### config.mk
export PLATFORM = sky130hd
export DESIGN_NAME = convolutor_job_ctrl
export DESIGN_NICKNAME = d
export VERILOG_FILES = /design/src/rtl/convolutor_ctrl_pkg.sv /design/src/rtl/convolutor_watchdog.sv /design/src/rtl/convolutor_job_ctrl.sv
export SDC_FILE = /design/constraint.sdc
export NUM_CORES = 1
export LEC_CHECK = 0
export ABC_AREA = 1
export CAP_MARGIN = 20
export CORE_MARGIN = 5
export CORE_UTILIZATION = 30
export CTS_BUF_LIST = sky130_fd_sc_hd__clkbuf_2
export CTS_CLUSTER_DIAMETER = 100
export DETAILED_ROUTE_END_ITERATION = 10
export GPL_TIMING_DRIVEN = 0
export PLACE_DENSITY_LB_ADDON = 0.05
export SLEW_MARGIN = 20
export SYNTH_ARGS = -nofsm -noshare
export SYNTH_HDL_FRONTEND = slang
export SYNTH_SLANG_ARGS = --single-unit
### constraint.sdc
create_clock -name clk -period 2.2 [get_ports clk]
set_input_delay 0.22 -clock clk [delete_from_list [all_inputs] [get_ports clk]]
set_output_delay 0.22 -clock clk [all_outputs]
set_load 0.05 [all_outputs]
### src/rtl/convolutor_ctrl_pkg.sv
// Shared types and helpers for the convolution job sequencer.
package convolutor_ctrl_pkg;

    typedef enum logic [2:0] {
        ST_IDLE,
        ST_START,
        ST_RUN,
        ST_RD_ADDR,
        ST_RD_WAIT,
        ST_RD_OUT,
        ST_FINISH
    } state_e;

    typedef enum logic [1:0] {
        ERR_OK      = 2'b00,
        ERR_SIZE0   = 2'b01,
        ERR_TIMEOUT = 2'b10,
        ERR_COUNT   = 2'b11
    } err_e;

    // Number of Z words a convolution of a kernel of x_size with size Y samples produces.
    function automatic int unsigned exp_count(input int unsigned x_size, input int unsigned size);
        return x_size + size - 1;
    endfunction

endpackage

### src/rtl/convolutor_watchdog.sv
// Cycle watchdog for a running convolution; flags when the job has run out of time.
module convolutor_watchdog #(
    parameter int TIMEOUT_CYC = 4096
) (
    input  logic clk,
    input  logic rst,
    input  logic clear,
    input  logic enable,
    output logic expired
);

    localparam int CW = $clog2(TIMEOUT_CYC);
    localparam logic [CW-1:0] CNT_MAX = CW'(TIMEOUT_CYC - 1);
    localparam logic [CW-1:0] CNT_PRE = CW'(TIMEOUT_CYC - 2);

    logic [CW-1:0] cnt;

    always_ff @(posedge clk) begin
        if (rst || clear)
            cnt <= '0;
        else if (enable && cnt != CNT_MAX)
            cnt <= cnt + CW'(1);
    end

    // Fires on the cycle the count steps onto TIMEOUT_CYC-1, so the abort lands
    // exactly TIMEOUT_CYC cycles after the start pulse.
    assign expired = enable && (cnt == CNT_PRE);

endmodule

### src/rtl/convolutor_job_ctrl.sv
// Job sequencer: accepts a host job, runs the convolutor under a watchdog and
// write-count check, then streams the Z RAM out over a valid/ready port.
module convolutor_job_ctrl
    import convolutor_ctrl_pkg::*;
#(
    parameter int ADDR_WIDTH  = 5,
    parameter int DATA_WIDTH  = 8,
    parameter int X_SIZE      = 5,
    parameter int TIMEOUT_CYC = 4096
) (
    input  logic                    clk,
    input  logic                    rst,
    input  logic                    cmd_valid,
    output logic                    cmd_ready,
    input  logic [ADDR_WIDTH-1:0]   cmd_size,
    input  logic                    cmd_readback,
    output logic                    conv_start,
    output logic [ADDR_WIDTH-1:0]   conv_size,
    input  logic                    conv_busy,
    input  logic                    conv_done,
    input  logic                    conv_writeZ,
    output logic [ADDR_WIDTH:0]     z_rd_addr,
    input  logic [2*DATA_WIDTH-1:0] z_rd_data,
    output logic                    res_valid,
    input  logic                    res_ready,
    output logic [2*DATA_WIDTH-1:0] res_data,
    output logic                    res_last,
    output logic                    job_done,
    output logic [1:0]              err_code
);

    localparam int CW = ADDR_WIDTH + 1;

    state_e                  state, state_nxt;
    err_e                    err_q, err_nxt;
    logic [ADDR_WIDTH-1:0]   size_q;
    logic                    readback_q;
    logic [CW-1:0]           wcnt, rd_ptr, expected;
    logic [2*DATA_WIDTH-1:0] res_q;
    logic                    wd_clear, wd_en, wd_expired;
    logic                    busy_unused;

    assign busy_unused = conv_busy;

    assign expected  = CW'(exp_count(X_SIZE, size_q));
    assign conv_size = size_q;
    assign z_rd_addr = rd_ptr;
    assign res_data  = res_q;
    assign err_code  = err_q;
    assign res_last  = (state == ST_RD_OUT) && (rd_ptr == expected - CW'(1));

    convolutor_watchdog #(.TIMEOUT_CYC(TIMEOUT_CYC)) u_wd (
        .clk     (clk),
        .rst     (rst),
        .clear   (wd_clear),
        .enable  (wd_en),
        .expired (wd_expired)
    );

    always_ff @(posedge clk) begin
        if (rst) begin
            state <= ST_IDLE;
            err_q <= ERR_OK;
        end else begin
            state <= state_nxt;
            err_q <= err_nxt;
        end
    end

    always_comb begin
        state_nxt  = state;
        err_nxt    = err_q;
        cmd_ready  = 1'b0;
        conv_start = 1'b0;
        res_valid  = 1'b0;
        job_done   = 1'b0;
        wd_clear   = 1'b0;
        wd_en      = 1'b0;
        case (state)
            ST_IDLE: begin
                cmd_ready = 1'b1;
                if (cmd_valid) begin
                    if (cmd_size == '0) begin
                        err_nxt   = ERR_SIZE0;
                        state_nxt = ST_FINISH;
                    end else begin
                        err_nxt   = ERR_OK;
                        state_nxt = ST_START;
                    end
                end
            end
            ST_START: begin
                conv_start = 1'b1;
                wd_clear   = 1'b1;
                state_nxt  = ST_RUN;
            end
            ST_RUN: begin
                wd_en = 1'b1;
                // done takes priority over a watchdog expiring in the same cycle
                if (conv_done) begin
                    if (wcnt != expected) begin
                        err_nxt   = ERR_COUNT;
                        state_nxt = ST_FINISH;
                    end else begin
                        state_nxt = readback_q ? ST_RD_ADDR : ST_FINISH;
                    end
                end else if (wd_expired) begin
                    err_nxt   = ERR_TIMEOUT;
                    state_nxt = ST_FINISH;
                end
            end
            ST_RD_ADDR: state_nxt = ST_RD_WAIT;
            ST_RD_WAIT: state_nxt = ST_RD_OUT;
            ST_RD_OUT: begin
                res_valid = 1'b1;
                if (res_ready)
                    state_nxt = res_last ? ST_FINISH : ST_RD_ADDR;
            end
            ST_FINISH: begin
                job_done  = 1'b1;
                state_nxt = ST_IDLE;
            end
            default: state_nxt = ST_IDLE;
        endcase
    end

    always_ff @(posedge clk) begin
        if (rst) begin
            size_q     <= '0;
            readback_q <= 1'b0;
            wcnt       <= '0;
            rd_ptr     <= '0;
            res_q      <= '0;
        end else begin
            if (state == ST_IDLE && cmd_valid) begin
                size_q     <= cmd_size;
                readback_q <= cmd_readback;
                wcnt       <= '0;
            end
            if (state == ST_RUN && conv_writeZ && wcnt != {CW{1'b1}})
                wcnt <= wcnt + CW'(1);
            if (state == ST_RUN && conv_done)
                rd_ptr <= '0;
            else if (state == ST_RD_OUT && res_ready && !res_last)
                rd_ptr <= rd_ptr + CW'(1);
            // RAM answers one cycle after the address, i.e. during RD_WAIT
            if (state == ST_RD_WAIT)
                res_q <= z_rd_data;
        end
    end

endmodule
Yosys cells after proc, flatten, opt, wreduce, memory -nomap -nowiden
Cells that the tools add are included.

Bits in registers: 51. Input bits: 29. Output and inout bits: 34. Word-level logic and storage cells: 69.

$add $sub $neg: 6. Equal/unequal tests: 15. Mux-type cells: 22. Reduce and logical (&&, ||, !) cells: 18.

Operators with widths (number): 3-bit 2-to-1 mux (8); 3-bit case mux with 6 select lines (1); 12-bit by 1-bit adder with 12-bit output (second input constant) (1); 6-bit by 1-bit adder with 6-bit output (second input constant) (2); 12-bit == test (second input constant) (1); 6-bit 2-to-1 mux (2); 12-bit inequality test (second input constant) (1); 6-bit by 1-bit subtractor with 6-bit output (second input constant) (2); 3-bit == test (second input constant) (3); 1-bit logical AND (9); 2-bit 2-to-1 mux (4); 3-bit by 5-bit adder with 6-bit output (first input constant) (1); 3-bit by 2-bit == test with 1-bit output (second input constant) (2); 6-bit == test (1); 1-bit 2-to-1 mux (6); 6-bit inequality test (1); 6-bit inequality test (second input constant) (1); 5-bit logical NOT (1); 2-bit inequality test (second input constant) (2); 2-bit case mux with 2 select lines (1); 4-bit AND reduction (1); 2-bit nonzero test (2); 3-bit by 1-bit == test with 1-bit output (second input constant) (1); 3-bit logical NOT (1); 6 further kinds (6).

Depth between registers and ports, before layout
Depth in word-level cells: 8. Gate-level depth with buffers: 15.

By module
From an unflattened synthesis, not the netlist that was laid out.

Cells, all modules: 434. Area, all modules: 2826.5 um^2.

Modules (own cells, without submodules): convolutor_job_ctrl (instances 1, cells an instance 324, area each 2103.3 um^2); convolutor_watchdog (instances 1, cells an instance 110, area each 723.2 um^2).

Least setup slack after synthesis
OpenSTA, ideal clock, no wires.

Path kind: register -> output. Start point: reg size_q[2], in the netlist conv_size[2]. End point: out res_last. Arrival time: 2.108 ns. Path slack: -0.128 ns. Stages on the path, launching flop included: 9. Path buffers: 0. Cell sequence: dfxtp_1 > ha_1 > nor2_1 > nand2_2 > o21ai_1 > nand2_1 > nor2_2 > nand3_2 > inv_1.

Word-level cells in the longest chain between the ends: 5.

Ends and longest elaborated chain: start, declared (RTL line convolutor_job_ctrl.sv:36) `logic [ADDR_WIDTH-1:0] size_q;`; start signal, assigned (RTL line convolutor_job_ctrl.sv:136) `size_q <= cmd_size;`; 3-bit by 5-bit adder with 6-bit output (RTL line convolutor_ctrl_pkg.sv:23) `return x_size + size - 1;`; 6-bit by 1-bit subtractor with 6-bit output (RTL line convolutor_ctrl_pkg.sv:23); 6-bit by 1-bit subtractor with 6-bit output (RTL line convolutor_job_ctrl.sv:50) `assign res_last = (state == ST_RD_OUT) && (rd_ptr == expected - CW'(1));`; 6-bit == test (RTL line convolutor_job_ctrl.sv:50); 1-bit logical AND (RTL line convolutor_job_ctrl.sv:50); end, declared (RTL line convolutor_job_ctrl.sv:27) `output logic res_last,`.

No other way between the ends.

Final worst setup path
Ends and elaborated chain as after synthesis.

==> metrics.md <==
| Metric | Value |
|---|---|
| Max incr delay on CP | roughly 0.44 ns |
| Crit. End Element | primary output |
| Outcome | finished, final reports clean |
| #FFs+latches synth | 51 |
| Clock latency on the worst-skew pair | approximately 0.45 ns |
| Initial DRC Count | 87 |
| H-Tree Depth | 2 |
| Die area | around 11000 µm² |
| Final instance area | around 3800 µm² |
| Die X | around 110 µm |
| GR Util All Layers | ~15% |
| Sink Count | 51 |
| Tmin final | roughly 2.2 ns |
| Area delta synth->final | 36.6% |
| Final RePlAce weighted congestion | 0.775 |
| Worst R2R Start | conv_size[2] |
| Combinational family with the most area after synthesis | simple AND/OR/NAND/NOR gates |
| Vias in the first global route | ~2800 |
| Post-Synth XOR/XNOR Area | between 2 and 2.5% |
| Initial antenna violation count | 0 |
| Area of the multi-input gates | 1560 µm² |
| First-pass GRT wire length | roughly 13000 µm |
| Worst Tran Pin Value | roughly 0.64 ns |
| Synthesized Nets | 451 |
| Worst Path Arrival | roughly 2.0 ns |
| WL/cell | around 13 µm |
| R2R Setup Slk | between 0.2 and 0.3 ns |
| ANT nets after route | 0 |
| I/O pin count | 63 |
| Nets | 531 |
| Total gr overflow | 0 |
| Die Y | around 110 µm |
| R2R depth | 15 |
| Endpoint of the lowest-slack register-to-register path | state[0] |
| Reg area | between 1000 and 1500 µm² |
| CP Launch Type | flip-flop |
| Pin count of the biggest net entering global routing | 18 |
| Initial Util | a little under a third |
| Sequential area share after synthesis | between 30 and 40% |
| Warnings from Yosys | 0 |
| Hold WC Path Type | in -> reg |
| Critical-path top delay cell | dfxtp_4 |
| Cell variety after synth | 33 |
| HP Start | rst |
| Final WL | 7680 µm |
| CP dominant cell by count | nand2_1 |
| Router iterations before antenna repair | 4 |
| Area post-placement | ~3500 µm² |
| TritonCTS buffer count | 5 |
| N_diodes | 0 |
| Power per cell area | roughly 990 nW/µm² |
| Unrepaired setup endpoints after global routing | yes |
| Crit path cell chain | buf_12, buf_4, nand3_1, nand2_1, nand2_1, o21ai_2, nand2_2, nor2_4, nand3_4, inv_2, buf_8 |
| Synth Instances | 415 |
| Longest Clk Path Bufs | 2 |
| CTS tree | done |
| Max-slew violations | 0 |
| Crit share post-route | roughly 100% |
| Final setup viols | 0 |
| Hold-critical path endpoint | state[1] |
| Total number of vias | 2758 |
| Fillers | between 900 and 1000 |
| Crit Path Class | reg -> out |
| Root buffer cell | clkbuf_2 |
| Worst-case clock skew | between 0.01 and 0.015 ns |
| Fmax | approximately 0.46 GHz |
| Post-synthesis adder-cell area fraction | ~3.2% |
| I/O Buffers | 60 |
| LEAKAGE | 1.53 nW |
| Min-Delay Path Depth | 2 |
| Vias per cell | ~4.5 |
| Avg Cell Area, Syn | 6.62 µm² |
| Share of cells above drive strength 1 | a little over an eighth |
| Post-synthesis mux area share | 0% |
| Worst relative slew slack | about 57% |
| Mapped Area | between 2000 and 3000 µm² |
| Critical path fanouts, max | 5 |
| Core Area | roughly 9100 µm² |
| Worst vdd ir | a little under 0.0004 V |
| # rows | 35 |
| Post-DP HPWL | about 5700 µm |
| Post-cts hold buffer count | 0 |
| Post-Synth Simple-Gate Area | between 30% and 40% |
| CP Data Required Time | slightly below 2 ns |
| Drt drc | 0 |
| Worst-path clk slew | 0.29 ns |
| Complex-gate fraction of the synthesized area | roughly 14% |
| Final Hold Viols | 0 |
| Max Cap Viol | 0 |
| Total power | ~3.7 mW |
[cells in the final DEF (no fill, tap or decap), drive strengths merged, types with 2 or more instances in the layout]
cell / instances
o21ai: 41
clkdlybuf4s15: 3
a21oi: 29
nor2: 82
a31oi: 3
dfxtp: 51
xor2: 6
clkinv: 2
ha: 7
nor3: 9
nand2: 91
inv: 59
buf: 15
clkdlybuf4s50: 54
nand4: 5
clkbuf: 9
nand3: 20
[per-stage QoR]
step                hold slack [ns]  TNS [ns]  setup WS, ns  instances  utilization [%]
finish                        0.181         0       0.00968        607             41.4
global route                  0.164    -0.148        -0.148        607             41.4
CTS                           0.182    -0.101        -0.101        604             40.6
detailed placement            0.463    -0.436        -0.436        586             38.5
global placement              0.457    -0.410        -0.410        586             38.5
floorplan                     0.355         0        0.0998        415                -
[per-layer routing]
metal / GRT usage [%] / share of wire [%] / vias up
li1: - / - / 1486
met1: 18.4 / 47 / 1221
met2: 25.0 / 47 / 46
met3: 3.74 / 5.1 / 5
met4: 2.78 / 0.66 / 0
met5: 0 / 0 / -
[how the worst max path moves through the flow]
stage	start	endpoint	slack (ns)	cells past startpoint
CTS	conv_size[2]	res_last	-0.10	12
global placement	conv_size[0]	res_last	-0.41	10
detailed placement	conv_size[2]	res_last	-0.44	9
global route	conv_size[2]	res_last	-0.15	12
floorplan	conv_size[0]	res_last	0.1	9
finish	conv_size[2]	res_last	0.01	11
[state kept, by name (all words and copies together), names as in the netlist]
signal and flops:
err_code 2, u_wd.cnt 12, wcnt 6, readback_q 1, conv_size 5, z_rd_addr 6
state 3, res_data 16
[kinds of logic after synthesis]
family	count (synthesis)
simple gates	212
compound gates	75
buf+inv	63
flops	51
xor+xnor	7
fa+ha+maj	7
[Yosys cell counts]
library cell / n / share of area (%)
nand2_1: 86 / 12
nor2_1: 74 / 10
inv_1: 53 / 7.2
dfxtp_1: 51 / 37
o21ai_0: 39 / 7.1
a21oi_1: 29 / 5.3
nand3_1: 19 / 3.5
nor3_1: 8 / 1.5
ha_1: 7 / 3.2
xor2_1: 6 / 1.9
nand4_1: 5 / 1.1
clkbuf_1: 4 / 0.55
inv_2: 4 / 0.55
nand2_2: 4 / 0.91
nor2_4: 4 / 1.6
a31oi_1: 3 / 0.68
nor2_2: 3 / 0.68
a211oi_1: 1 / 0.27
buf_2: 1 / 0.18
inv_4: 1 / 0.23
nand2_4: 1 / 0.41
nand3_2: 1 / 0.36
nand3b_1: 1 / 0.27
nor2_8: 1 / 0.73
nor3_2: 1 / 0.36
nor3b_1: 1 / 0.27
nor4_1: 1 / 0.23
o211ai_1: 1 / 0.27
o21ai_1: 1 / 0.18
o21ai_4: 1 / 0.59
or2_1: 1 / 0.23
or3_1: 1 / 0.23
xnor2_1: 1 / 0.32
[critical path, delay by kind of cell, from the launching register on]
family                 cells  cell delay, ns
flip-flops                 1            0.44
AND/OR/NAND/NOR            6            0.57
AO/OA/AOI/OAI              1            0.06
buffers and inverters      4            0.44
[repair_timing]
| item | in CTS | in global routing |
|---|---|---|
| setup buffers | 10 | 3 |
| pin swaps | 2 | 10 |
| gates resized for setup | 29 | 16 |
| endpoints found under the setup margin | 5 | 13 |
[report_power, final]
| part | switching (mW) | internal (mW) | leakage (nW) | total [mW] |
|---|---|---|---|---|
| Clock | 0.333 | 0.0842 | 0.0333 | 0.417 |
| Sequential | 0.153 | 1.10 | 0.417 | 1.25 |
| Combinational | 1.34 | 0.719 | 1.08 | 2.06 |
| Total | 1.83 | 1.90 | 1.53 | 3.73 |
[final cells by class]
type | count | area share (%)
well taps | 111 | 3.70
flip-flops and latches | 51 | 27.7
plain buffers | 5 | 0.534
multi-input cells | 301 | 41.6
clock buffers | 5 | 0.667
repair buffers | 73 | 19.2
inverters | 58 | 6.00
clock inverters | 3 | 0.600
Power figures use the tool's default switching activity.
